[config.mk]
export PLATFORM = sky130hd
export DESIGN_NAME = syncfifo_flex
export DESIGN_NICKNAME = d
export VERILOG_FILES = /design/src/rtl/syncfifo_flex.sv
export SDC_FILE = /design/constraint.sdc
export NUM_CORES = 1
export LEC_CHECK = 0
export BUFFER_PORTS_ARGS = -buffer_cell sky130_fd_sc_hd__buf_4
export CAP_MARGIN = 20
export CORE_ASPECT_RATIO = 1.25
export CORE_MARGIN = 4
export CORE_UTILIZATION = 54
export CTS_BUF_LIST = sky130_fd_sc_hd__clkbuf_4
export DETAILED_ROUTE_END_ITERATION = 7
export GPL_ROUTABILITY_DRIVEN = 1
export PLACE_DENSITY = 0.73
export REMOVE_ABC_BUFFERS = 1
export SETUP_SLACK_MARGIN = 0.15
export SLEW_MARGIN = 10
export SYNTH_ARGS = -nofsm -noshare
export SYNTH_HDL_FRONTEND = slang
export SYNTH_SLANG_ARGS = --single-unit
[constraint.sdc]
create_clock -name clk -period 3.6 [get_ports clk]
set_input_delay 0.72 -clock clk [delete_from_list [all_inputs] [get_ports clk]]
set_output_delay 0.72 -clock clk [all_outputs]
set_load 0.01 [all_outputs]
[src/rtl/syncfifo_flex.sv]
// -----------------------------------------------------------------------------
// syncfifo_flex
//   Parametrised single-clock FIFO with programmable almost-full/almost-empty
//   thresholds, sticky overflow/underflow flags and a selectable output mode:
//   standard registered read (FWFT=0) or first-word-fall-through (FWFT=1).
//
// Ports
//   clk          rising-edge clock
//   rst          synchronous reset, active-high (storage is not cleared)
//   we / din     write request and write data
//   re           read request (FWFT: pop of the head word)
//   dout         read data (registered in both modes)
//   full, empty, almost_full, almost_empty, count   occupancy status
//   overflow, underflow                             sticky error flags
//   clr_err      clears both error flags; a same-cycle error wins
// -----------------------------------------------------------------------------
module syncfifo_flex #(
  parameter int unsigned DW     = 8,
  parameter int unsigned DEPTH  = 8,
  parameter int unsigned AW     = 3,
  parameter int unsigned AF_LVL = 6,
  parameter int unsigned AE_LVL = 2,
  parameter int unsigned FWFT   = 0
) (
  input  logic          clk,
  input  logic          rst,
  input  logic          we,
  input  logic [DW-1:0] din,
  input  logic          re,
  output logic [DW-1:0] dout,
  output logic          full,
  output logic          empty,
  output logic          almost_full,
  output logic          almost_empty,
  output logic [AW:0]   count,
  output logic          overflow,
  output logic          underflow,
  input  logic          clr_err
);

  localparam int unsigned CW = AW + 1;

  // Elaboration-time sanity checks on the parameter set.
  if (DEPTH < 4) begin : g_chk_depth_min
    $error("syncfifo_flex: DEPTH must be >= 4");
  end
  if ((DEPTH & (DEPTH - 1)) != 0) begin : g_chk_depth_pow2
    $error("syncfifo_flex: DEPTH must be a power of 2");
  end
  if (AW != $clog2(DEPTH)) begin : g_chk_aw
    $error("syncfifo_flex: AW must equal clog2(DEPTH)");
  end
  if (AF_LVL < 1 || AF_LVL > DEPTH - 1) begin : g_chk_af
    $error("syncfifo_flex: AF_LVL out of range 1..DEPTH-1");
  end
  if (AE_LVL < 1 || AE_LVL > DEPTH - 1) begin : g_chk_ae
    $error("syncfifo_flex: AE_LVL out of range 1..DEPTH-1");
  end

  // State
  logic [DW-1:0] mem_q [DEPTH];
  logic [DW-1:0] mem_d [DEPTH];
  logic [AW-1:0] wr_ptr_q, wr_ptr_d;
  logic [AW-1:0] rd_ptr_q, rd_ptr_d;
  logic [CW-1:0] count_q, count_d;
  logic [DW-1:0] dout_q, dout_d;
  logic          full_q, full_d;
  logic          empty_q, empty_d;
  logic          afull_q, afull_d;
  logic          aempty_q, aempty_d;
  logic          ovf_q, ovf_d;
  logic          udf_q, udf_d;

  logic          rd_ok;
  logic          wr_ok;

  // Accept decisions on pre-edge state; a read frees the slot a full-FIFO write needs.
  always_comb begin
    rd_ok = re & ~empty_q;
    wr_ok = we & (~full_q | rd_ok);
  end

  // Next-state for storage, pointers, occupancy and registered status.
  always_comb begin
    mem_d    = mem_q;
    wr_ptr_d = wr_ptr_q;
    rd_ptr_d = rd_ptr_q;
    count_d  = count_q;
    dout_d   = dout_q;
    ovf_d    = ovf_q;
    udf_d    = udf_q;

    if (wr_ok) begin
      mem_d[wr_ptr_q] = din;
      wr_ptr_d        = wr_ptr_q + AW'(1);
    end
    if (rd_ok) begin
      rd_ptr_d = rd_ptr_q + AW'(1);
    end

    unique case ({wr_ok, rd_ok})
      2'b10:   count_d = count_q + CW'(1);
      2'b01:   count_d = count_q - CW'(1);
      default: count_d = count_q;
    endcase

    // Clear first so a same-cycle rejected access re-sets its flag.
    if (clr_err) begin
      ovf_d = 1'b0;
      udf_d = 1'b0;
    end
    if (we & ~wr_ok) ovf_d = 1'b1;
    if (re & ~rd_ok) udf_d = 1'b1;

    if (FWFT == 0) begin
      if (rd_ok) dout_d = mem_q[rd_ptr_q];
    end else begin
      // Preload the post-edge head; mem_d already carries this edge's write,
      // which covers the word landing in an empty (or draining) FIFO.
      if (count_d != '0) dout_d = mem_d[rd_ptr_d];
    end

    full_d   = (count_d == CW'(DEPTH));
    empty_d  = (count_d == '0);
    afull_d  = (count_d >= CW'(AF_LVL));
    aempty_d = (count_d <= CW'(AE_LVL));
  end

  // Storage array: no reset, contents are don't-care until written.
  always_ff @(posedge clk) begin
    mem_q <= mem_d;
  end

  // Control and status registers with synchronous reset.
  always_ff @(posedge clk) begin
    if (rst) begin
      wr_ptr_q <= '0;
      rd_ptr_q <= '0;
      count_q  <= '0;
      dout_q   <= '0;
      full_q   <= 1'b0;
      empty_q  <= 1'b1;
      afull_q  <= 1'b0;
      aempty_q <= 1'b1;
      ovf_q    <= 1'b0;
      udf_q    <= 1'b0;
    end else begin
      wr_ptr_q <= wr_ptr_d;
      rd_ptr_q <= rd_ptr_d;
      count_q  <= count_d;
      dout_q   <= dout_d;
      full_q   <= full_d;
      empty_q  <= empty_d;
      afull_q  <= afull_d;
      aempty_q <= aempty_d;
      ovf_q    <= ovf_d;
      udf_q    <= udf_d;
    end
  end

  assign dout         = dout_q;
  assign count        = count_q;
  assign full         = full_q;
  assign empty        = empty_q;
  assign almost_full  = afull_q;
  assign almost_empty = aempty_q;
  assign overflow     = ovf_q;
  assign underflow    = udf_q;

endmodule

==> impl_metrics.tcl, run 1 <==
set metrics [dict create \
    status "finished clean" \
    dieArea_um2 7897 \
    dp_hpwl_um 4170 \
    htree_levels 3 \
    final_nets 275 \
    cts-root-buf "clkbuf_4" \
    die_x_um 80.29 \
    numCtsBuffers 9 \
    finalMaxSlewViolations 0 \
    utilization_pct 63.54 \
    die_height_um 98.36 \
    grt_util_all_layers_pct 17.49 \
    drive_gt1_share_pct 29.01 \
    diodes 0 \
    timing.final.crit_share_pct 75.92 \
    hp-class "register to register" \
    fin_tns_setup_ns 0 \
    area_growth_pct 12.52 \
    grt_pass1_vias 1895 \
    slew_headroom_pct 43.04 \
    postCtsHoldBufs 0 \
    path_class "register to register" \
    post_cts_resized 0 \
    p_leak_nw 1.370 \
    gp_congestion 0.7532 \
    final_common_cell "edfxtp_1" \
    clk_latency_ns 0.42 \
    post_cts.repair.setup_buffers 0 \
    antenna_found_initial 0 \
    finalClockSkew_ns 0.02073 \
    grt_pass1_wl_um 9949 \
    crit_path_start_kind "register" \
    clk_pin_slew_ns 0.14 \
    hold_path_depth 2 \
    hold_viol 0 \
    port_buffers 30 \
    syn_area_um2 3527 \
    final_cell_mix "edfxtp_1, buf_4, nor2_1" \
    clockBufferDepth 2 \
    first_pass_iters 5 \
    drtAntennaViolNets 0 \
    max_freq_mhz 365.9 \
    cts_tree "yes" \
    grt_max_degree 25 \
    cap_viol_max_count 0 \
    num_io_pins 31 \
    synth_edf_count 64 \
    critPathArrivalTime_ns 3.06 \
    initial_utilization_pct 56.47 \
    avgSynthCellArea_um2 16.18 \
    setup_violations 0 \
    wl_per_cell_um 17.97 \
    drcViolationCount 0 \
    p_per_area_nw_per_um2 538.5 \
    fp.coreArea_um2 6246 \
    yosys_warnings 0 \
    min_period_ns 2.733 \
    critPathMaxFanout 10 \
    yosysSeqAreaShare_pct 68.11 \
    rsz0062_at_grt "no" \
    synth_cell_types 38 \
    cp.required_ns 3.92 \
    vias 1890 \
    drtIter0Drc 141 \
    fin_ws_ns 0.8670 \
    hold_ws_ns 0.5071 \
    r2r_cells 10 \
    peakVddDrop_v 0.0003561 \
    p_total_mw 2.137 \
    drt-total-wl_um 6236 \
    synth_seq_cells 88 \
    post-place-ws_ns 0.4581 \
    ys_async_sr_fraction_pct 0 \
    grt_overflow_total 0 \
    cts.sinks 88 \
    synth-main-ff-cell "edfxtp_1" \
    worstMarginPinSlew_ns 0.8532 \
    row_count 32 \
    syn_inst 218 \
    routed_via_density 5.447 \
    end_kind "register" \
]
-- state kept, by name, summed over array words and instances (netlist names), 3 cells and up --
register and flops:
mem_q 64, rd_ptr_q 3, count 4, dout 8, wr_ptr_q 3
-- synth_stat cells, types with 2 or more instances --
| master | count | area share, % |
|---|---|---|
| nor3_1 | 2 | 0.28 |
| a211oi_1 | 8 | 1.7 |
| edfxtp_1 | 64 | 54 |
| nor3b_1 | 2 | 0.43 |
| mux4_2 | 16 | 10 |
| xor2_1 | 4 | 0.99 |
| a31o_1 | 2 | 0.50 |
| buf_2 | 2 | 0.28 |
| buf_6 | 2 | 0.64 |
| clkbuf_1 | 4 | 0.43 |
| o211ai_1 | 3 | 0.64 |
| nand2b_1 | 3 | 0.53 |
| mux2i_1 | 11 | 3.1 |
| nor2b_1 | 2 | 0.35 |
| nand2_1 | 5 | 0.53 |
| nor4b_1 | 2 | 0.50 |
| inv_1 | 3 | 0.32 |
| a21oi_1 | 4 | 0.57 |
| buf_4 | 3 | 0.64 |
| ha_1 | 5 | 1.8 |
| a22oi_1 | 2 | 0.43 |
| o21a_1 | 2 | 0.43 |
| nor2_1 | 29 | 3.1 |
| dfxtp_1 | 24 | 14 |
-- metrics by stage --
stage | area, um^2 | instances
final | 3969 | 347
after CTS | 3969 | 347
after floorplan | 3453 | 206
after global placement | 3860 | 331
after global routing | 3969 | 347
after detailed placement | 3860 | 331
-- final timing paths --
check             slack, ns                   end                  from
setup reg to reg       0.87       full$_SDFF_PP0_      empty$_SDFF_PP1_
hold / removal         0.51  dout[4]$_SDFFE_PP0P_  dout[4]$_SDFFE_PP0P_
setup / recovery       0.87       full$_SDFF_PP0_      empty$_SDFF_PP1_
hold reg to reg        0.51  dout[4]$_SDFFE_PP0P_  dout[4]$_SDFFE_PP0P_
-- report_power, final --
| part | internal [mW] | switching, mW | total (mW) |
|---|---|---|---|
| Clock | 0.147 | 0.313 | 0.460 |
| Sequential | 1.15 | 0.0613 | 1.22 |
| Combinational | 0.236 | 0.225 | 0.461 |
| Total | 1.54 | 0.600 | 2.14 |
-- cell type report --
| class | instances | area, um^2 |
|---|---|---|
| clock buffer | 10 | 75.07 |
| sequential | 88 | 2402 |
| inverter | 3 | 11.26 |
| clock inverter | 6 | 33.78 |
| tap | 85 | 106.4 |
| multi-input combinational | 115 | 1040 |
| fill | 494 | 2277 |
| timing repair buffer | 40 | 300.3 |
-- worst max-delay path, stage by stage (launching register included) --
cell	delay [ns]
dfxtp_1	0.38
nand2b_1	0.16
inv_1	0.17
o21ai_1	0.35
ha_1	0.33
xor2_1	0.10
ha_1	0.20
a21oi_1	0.12
mux2_2	0.39
xnor2_2	0.20
nor4b_1	0.25
-- logic make-up (layout without fill, tap and decap cells) --
family / after synthesis / in the layout / synth area share [%]
xor+xnor: 6 / 6 / 1.703
flops: 88 / 88 / 68.11
buf+inv: 15 / 59 / 2.412
fa+ha+maj: 5 / 5 / 1.774
simple gates: 49 / 49 / 6.634
mux: 28 / 28 / 13.66
compound gates: 27 / 27 / 5.711
-- per-layer routing --
layer	track usage [%]	wire length (um)
met4	8.583	133
met1	23.67	2820
met5	0	0
met2	27.10	3093
met3	3.321	189
(Power assumes the default switching activity.)
==> run 2: changes to the inputs <==
--- a/config.mk
+++ b/config.mk
@@ -5,6 +5,7 @@
 export SDC_FILE = /design/constraint.sdc
 export NUM_CORES = 1
 export LEC_CHECK = 0
+export ABC_AREA = 1
 export BUFFER_PORTS_ARGS = -buffer_cell sky130_fd_sc_hd__buf_4
 export CAP_MARGIN = 20
 export CORE_ASPECT_RATIO = 1.25
@@ -13,7 +14,7 @@
 export CTS_BUF_LIST = sky130_fd_sc_hd__clkbuf_4
 export DETAILED_ROUTE_END_ITERATION = 7
 export GPL_ROUTABILITY_DRIVEN = 1
-export PLACE_DENSITY = 0.73
+export PLACE_DENSITY = 0.76
 export REMOVE_ABC_BUFFERS = 1
 export SETUP_SLACK_MARGIN = 0.15
 export SLEW_MARGIN = 10
==> constraint.sdc (replaced) <==
create_clock -name clk -period 2.4 [get_ports clk]
set_input_delay 0.48 -clock clk [delete_from_list [all_inputs] [get_ports clk]]
set_output_delay 0.48 -clock clk [all_outputs]
set_load 0.01 [all_outputs]
==> impl_metrics.tcl, run 2 <==
set metrics [dict create \
    status "finished clean" \
    end_kind "register" \
    cap_viol_max_count 0 \
    num_io_pins 31 \
    finalMaxSlewViolations 0 \
    grt_pass1_wl_um 11870 \
    vias 2506 \
    reg2reg_setup_slack_ns 0.35 \
    grt_overflow_total 0 \
    r2r_cells 17 \
    drtAntennaViolNets 0 \
    peakVddDrop_v 0.0007125 \
    grt_util_all_layers_pct 19.77 \
    avgSynthCellArea_um2 10.94 \
    drtIter0Drc 229 \
    fp.coreArea_um2 6326 \
    initial_utilization_pct 56.72 \
    yosysTopAreaCell "edfxtp_1" \
    min_from "rst" \
    area_growth_pct 15.20 \
    synth_seq_cells 88 \
    final_cell_area_um2 4134 \
    wl_per_cell_um 15.46 \
    grt_pass1_vias 2474 \
    die_x_um 80.91 \
    fin_tns_setup_ns 0 \
    post_cts_resized 0 \
    cp_num_buf_inv 3 \
    critPathArrivalTime_ns 2.39 \
    startpoint "empty$_SDFF_PP1_" \
    r2r_start "empty$_SDFF_PP1_" \
    max_freq_mhz 486.7 \
    crit_path_frequent_cell "nand2_1" \
    htree_levels 3 \
    diodes 0 \
    syn_inst 328 \
    regMostFlops "mem_q" \
    synth_cell_types 24 \
    stdcell_count 464 \
    ys_async_sr_fraction_pct 0 \
    p_switching_mw 1.206 \
    seqPwrFrac_pct 49.0 \
    cp_cell_sequence "or2_4 > nand2_4 > nand2_4 > ha_2 > nand2_1 > inv_1 > nor2_2 > ha_1 > inv_1 > nand2_1 > nand3_1 > nand3_2 > nand2_1 > nand2_1 > nand2_1 > nand2_1 > inv_1" \
    dp.cells 448 \
    routed_via_density 5.401 \
    hp-class "primary input to register" \
    synth_edf_count 64 \
    cts.sinks 88 \
    switching_share_pct 31.02 \
    postCtsHoldBufs 0 \
    cp.required_ns 2.73 \
    drive_gt1_share_pct 20.84 \
    slew_headroom_pct 61.06 \
    critPathMaxFanout 7 \
    yosysMostFrequentCell "nor2_1" \
    setup_violations 0 \
    final_common_cell "nor2_1" \
    p_per_area_nw_per_um2 940.9 \
    p_int_mw 2.683 \
    syn_area_um2 3588 \
    final_nets 392 \
    row_count 32 \
    clk_latency_ns 0.41 \
    p_total_mw 3.890 \
    crit_family "simple AND/OR/NAND/NOR gates" \
    synth-main-ff-cell "edfxtp_1" \
    dieArea_um2 8021 \
    cts_tree "yes" \
    drt-total-wl_um 7173 \
    numCtsBuffers 9 \
    p_clk_share_pct 23.4 \
    clockBufferDepth 2 \
    drcViolationCount 0 \
    die_height_um 99.14 \
    hold_viol 0 \
    place_area_um2 3964 \
    dp_hpwl_um 4692 \
    cts-root-buf "clkbuf_4" \
    path_class "register to register" \
    first_pass_iters 4 \
    clk_pin_slew_ns 0.12 \
    cp.depth 17 \
    p_leak_nw 1.612 \
    grt_max_degree 35 \
    post_cts.repair.setup_buffers 0 \
    worstMarginPinSlew_ns 0.5833 \
    synth_common_cells "nor2_1, edfxtp_1, nand2_1" \
    rsz0062_at_grt "no" \
    yosys_warnings 0 \
    yosysSeqAreaShare_pct 66.95 \
    crit_path_end "empty$_SDFF_PP1_" \
    timing.final.crit_share_pct 85.62 \
    yosys-top-cells-area "edfxtp_1, dfxtp_1, nor2_1" \
    largest_reg_flops 64 \
    crit_path_start_kind "register" \
    p_comb_share_pct 27.6 \
    min_period_ns 2.055 \
    cpMaxStageDelayCell "dfxtp_2" \
    final_cell_mix "nor2_1, edfxtp_1, buf_4" \
    yosysTopAreaCellShare_pct 53.56 \
    cpPeakStageDelay_ns 0.35 \
    finalClockSkew_ns 0.01091 \
    antenna_found_initial 0 \
    reg2reg_to "empty$_SDFF_PP1_" \
    port_buffers 30 \
    gp_congestion 0.7806 \
]
[run 2: cell types whose count changed in the layout (fill, tap and decap cells not counted), sizes merged, moves of 3 or more]
cell | before | now
nand2b | 3 | 0
nand2 | 5 | 44
xor2 | 4 | 0
inv | 5 | 21
mux4 | 16 | 0
nor2 | 29 | 66
o211ai | 3 | 16
mux2i | 11 | 0
o21ai | 1 | 44
buf | 40 | 49
a211oi | 9 | 0
nand3 | 0 | 10
a21oi | 4 | 17
[run 2: worst min-delay path by stage]
stage	to	slack, ns	depth (start not counted)
5_1_grt	wr_ptr_q[0]$_SDFFE_PP0P_	0.24	2
3_5_place_dp	underflow$_SDFFE_PP0P_	0.46	2
4_1_cts	wr_ptr_q[0]$_SDFFE_PP0P_	0.24	2
6_report	wr_ptr_q[0]$_SDFFE_PP0P_	0.27	2
2_1_floorplan	wr_ptr_q[0]$_SDFFE_PP0P_	0.47	2
3_3_place_gp	underflow$_SDFFE_PP0P_	0.45	2
[run 2: cell families (layout without fill, tap and decap cells)]
family                     Yosys count  count (layout)  synth area share, %
adders and majority gates            5               5                1.743
and+or+nand+nor                    121             121                13.63
xor gates and xnor gates             2               2               0.4882
AOI/OAI and AO/OA                   77              77                12.17
buffers and inverters               35              86                5.021
DFF                                 88              88                66.95
[run 2: layout make-up]
cell class                      instances  area (um^2)
Sequential cell                        88         2404
Fill cell                             532         2192
Timing Repair Buffer                   49        367.9
Inverter                               21        81.33
Clock buffer                           12        90.09
Multi-Input combinational cell        205         1016
Tap cell                               85        106.4
Clock inverter                          4        68.82
[run 2: power by group through the flow]
stage,registers [mW],clock network [mW],logic [mW]
2_1_floorplan,1.99,0,0.582
3_3_place_gp,1.93,0,1.04
3_5_place_dp,1.93,0,1.06
4_1_cts,1.90,0.928,1.07
5_1_grt,1.92,0.995,1.22
6_report,1.91,0.910,1.07
[run 2: per-layer routing]
metal | global-route usage (%) | wire length (um)
met1 | 24.88 | 3095
met3 | 4.529 | 289
met4 | 8.322 | 142
met2 | 32.57 | 3647
met5 | 0 | 0
[run 2: per-stage QoR]
step | setup slack (ns) | utilization (%) | hold WS (ns)
finish | 0.3452 | 65.35 | 0.2687
floorplan | 0.2201 | - | 0.4665
detailed placement | 0.04423 | 62.66 | 0.4604
global placement | 0.1297 | 62.66 | 0.4500
global route | 0.1583 | 65.35 | 0.2397
CTS | 0.2771 | 65.17 | 0.2416
[run 2: worst reg2reg max path, delay by kind of cell, from the launching register on]
| kind | cells | cell delay, ns |
|---|---|---|
| AND/OR/NAND/NOR | 12 | 1.12 |
| flip-flops | 1 | 0.35 |
| buffers and inverters | 3 | 0.15 |
| adder cells (fa/ha/maj) | 2 | 0.36 |
==> run 3: changes to the inputs <==
--- a/config.mk
+++ b/config.mk
@@ -11,10 +11,10 @@
 export CORE_ASPECT_RATIO = 1.25
 export CORE_MARGIN = 4
 export CORE_UTILIZATION = 54
-export CTS_BUF_LIST = sky130_fd_sc_hd__clkbuf_4
+export CTS_BUF_LIST = sky130_fd_sc_hd__clkbuf_8
 export DETAILED_ROUTE_END_ITERATION = 7
 export GPL_ROUTABILITY_DRIVEN = 1
-export PLACE_DENSITY = 0.76
+export PLACE_DENSITY_LB_ADDON = 0.3
 export REMOVE_ABC_BUFFERS = 1
 export SETUP_SLACK_MARGIN = 0.15
 export SLEW_MARGIN = 10
==> impl_metrics.tcl, run 3 (synthesized netlist as in run 2, its figures left out) <==
set metrics [dict create \
    cts.sinks 88 \
    grt_max_degree 35 \
    largest_reg_flops 64 \
    p_leak_nw 1.613 \
    first_pass_iters 4 \
    cap_viol_max_count 0 \
    grt_pass1_vias 2317 \
    peakVddDrop_v 0.0006550 \
    regMostFlops "mem_q" \
    cts_tree "yes" \
    slew_headroom_pct 65.19 \
    final_common_cell "nor2_1" \
    port_buffers 30 \
    cp.depth 14 \
    fp.coreArea_um2 6326 \
    routed_via_density 5.258 \
    cp_num_buf_inv 1 \
    drt-total-wl_um 7099 \
    max_freq_mhz 495.1 \
    antenna_found_initial 0 \
    drtIter0Drc 112 \
    r2r_start "empty$_SDFF_PP1_" \
    utilization_pct 65.53 \
    hold_ws_ns 0.3324 \
    crit_path_frequent_cell "nand2_1" \
    drtAntennaViolNets 0 \
    multi_input_comb_area_um2 1011 \
    drive_gt1_share_pct 19.15 \
    crit_family "simple AND/OR/NAND/NOR gates" \
    dp_hpwl_um 4655 \
    p_total_mw 3.972 \
    dieArea_um2 8021 \
    cts-root-buf "clkbuf_8" \
    hold_path_depth 2 \
    initial_utilization_pct 56.72 \
    final_cell_area_um2 4145 \
    grt_util_all_layers_pct 19.31 \
    num_io_pins 31 \
    cpPeakStageDelay_ns 0.33 \
    gp_congestion 0.8019 \
    hold_path_end "wr_ptr_q[0]$_SDFFE_PP0P_" \
    cp_cell_sequence "or2_4 > nand2_4 > nand2_4 > ha_2 > nor2_1 > nor2_2 > ha_1 > nand2_1 > nand2_1 > nor2_1 > nand2_1 > nand2_1 > nand2_1 > inv_1" \
    place_area_um2 3941 \
    path_class "register to register" \
    wl_per_cell_um 15.40 \
    end_kind "register" \
    clk_latency_ns 0.36 \
    worstMarginPinSlew_ns 0.5216 \
    clk_pin_slew_ns 0.08 \
    status "finished clean" \
    fillCellCount 524 \
    hold_viol 0 \
    grt_pass1_wl_um 11370 \
    r2r_cells 14 \
    setup_violations 0 \
    min_from "rst" \
    reg2reg_setup_slack_ns 0.38 \
    die_x_um 80.91 \
    cpMaxStageDelayCell "dfxtp_1" \
    hp-class "primary input to register" \
    area_growth_pct 15.52 \
    finalClockSkew_ns 0.007795 \
    vias 2424 \
    row_count 32 \
    grt_overflow_total 0 \
    final_nets 389 \
    final_cell_mix "nor2_1, edfxtp_1, buf_4" \
    numCtsBuffers 9 \
    drcViolationCount 0 \
    min_period_ns 2.020 \
    diodes 0 \
    fin_tns_setup_ns 0 \
    seq_area_um2 2402 \
    critPathMaxFanout 7 \
    reg2reg_to "empty$_SDFF_PP1_" \
    finalMaxSlewViolations 0 \
    die_height_um 99.14 \
    rsz0062_at_grt "no" \
    htree_levels 3 \
    clockBufferDepth 2 \
    timing.final.crit_share_pct 84.17 \
    crit_path_start_kind "register" \
    cp.required_ns 2.66 \
    critPathArrivalTime_ns 2.28 \
    p_per_area_nw_per_um2 958.1 \
]
[run 3: cell count changes in the layout (fill, tap and decap cells not counted)]
cell       before  now
nand3_1         9   10
nand3_2         1    0
clkbuf_4       12    0
dfxtp_2         1    0
clkbuf_8        0   11
clkinv_2        1    2
dfxtp_1        23   24
inv_2           3    2
inv_1          17   19
buf_4          49   46
bufinv_16       2    1
[run 3: worst max path at each step]
stage,startpoint,to,slack (ns)
finish,empty$_SDFF_PP1_,empty$_SDFF_PP1_,0.38
global route,empty$_SDFF_PP1_,empty$_SDFF_PP1_,0.20
global placement,re,empty$_SDFF_PP1_,0.13
CTS,empty$_SDFF_PP1_,empty$_SDFF_PP1_,0.27
detailed placement,re,empty$_SDFF_PP1_,0.03
floorplan,re,empty$_SDFF_PP1_,0.22
[run 3: metrics by stage]
| step | cells | setup slack (ns) |
|---|---|---|
| 3_5_place_dp | 445 | 0.02650 |
| 2_1_floorplan | 314 | 0.2201 |
| 3_3_place_gp | 445 | 0.1329 |
| 5_1_grt | 461 | 0.2026 |
| 6_report | 461 | 0.3800 |
| 4_1_cts | 461 | 0.2700 |
[run 3: final cells by class]
| cell class | instances | area share (%) |
|---|---|---|
| Tap cell | 85 | 2.566 |
| Inverter | 21 | 1.962 |
| Clock inverter | 5 | 1.147 |
| Clock buffer | 11 | 3.652 |
| Timing Repair Buffer | 46 | 8.331 |
| Sequential cell | 88 | 57.95 |
| Multi-Input combinational cell | 205 | 24.39 |
[run 3: repair_timing]
action / CTS / global route
endpoints found under the hold margin: 0 / 0
hold buffers: 0 / 0
setup buffers: 0 / 0
setup endpoints to repair: 0 / 4
resized for setup: 0 / 2
[run 3: report_power, final]
| part | internal, mW | switching (mW) | leakage, nW |
|---|---|---|---|
| Combinational | 0.424 | 0.630 | 0.722 |
| Sequential | 1.79 | 0.108 | 0.779 |
| Clock | 0.527 | 0.488 | 0.112 |
| Total | 2.75 | 1.23 | 1.61 |
[run 3: worst register-to-register path: cells and delay by family, from the launching register on]
kind | cells | cell delay [ns]
flops | 1 | 0.33
buf+inv | 1 | 0.04
fa+ha+maj | 2 | 0.47
simple gates | 11 | 1.09
[run 3: layer usage]
layer / part of all wire [%] / vias to the layer above / GRT usage (%)
li1: - / 1219 / -
met1: 41 / 1128 / 23.81
met2: 52 / 66 / 32.01
met3: 5.5 / 11 / 4.438
met4: 1.8 / 0 / 8.713
met5: 0 / - / 0
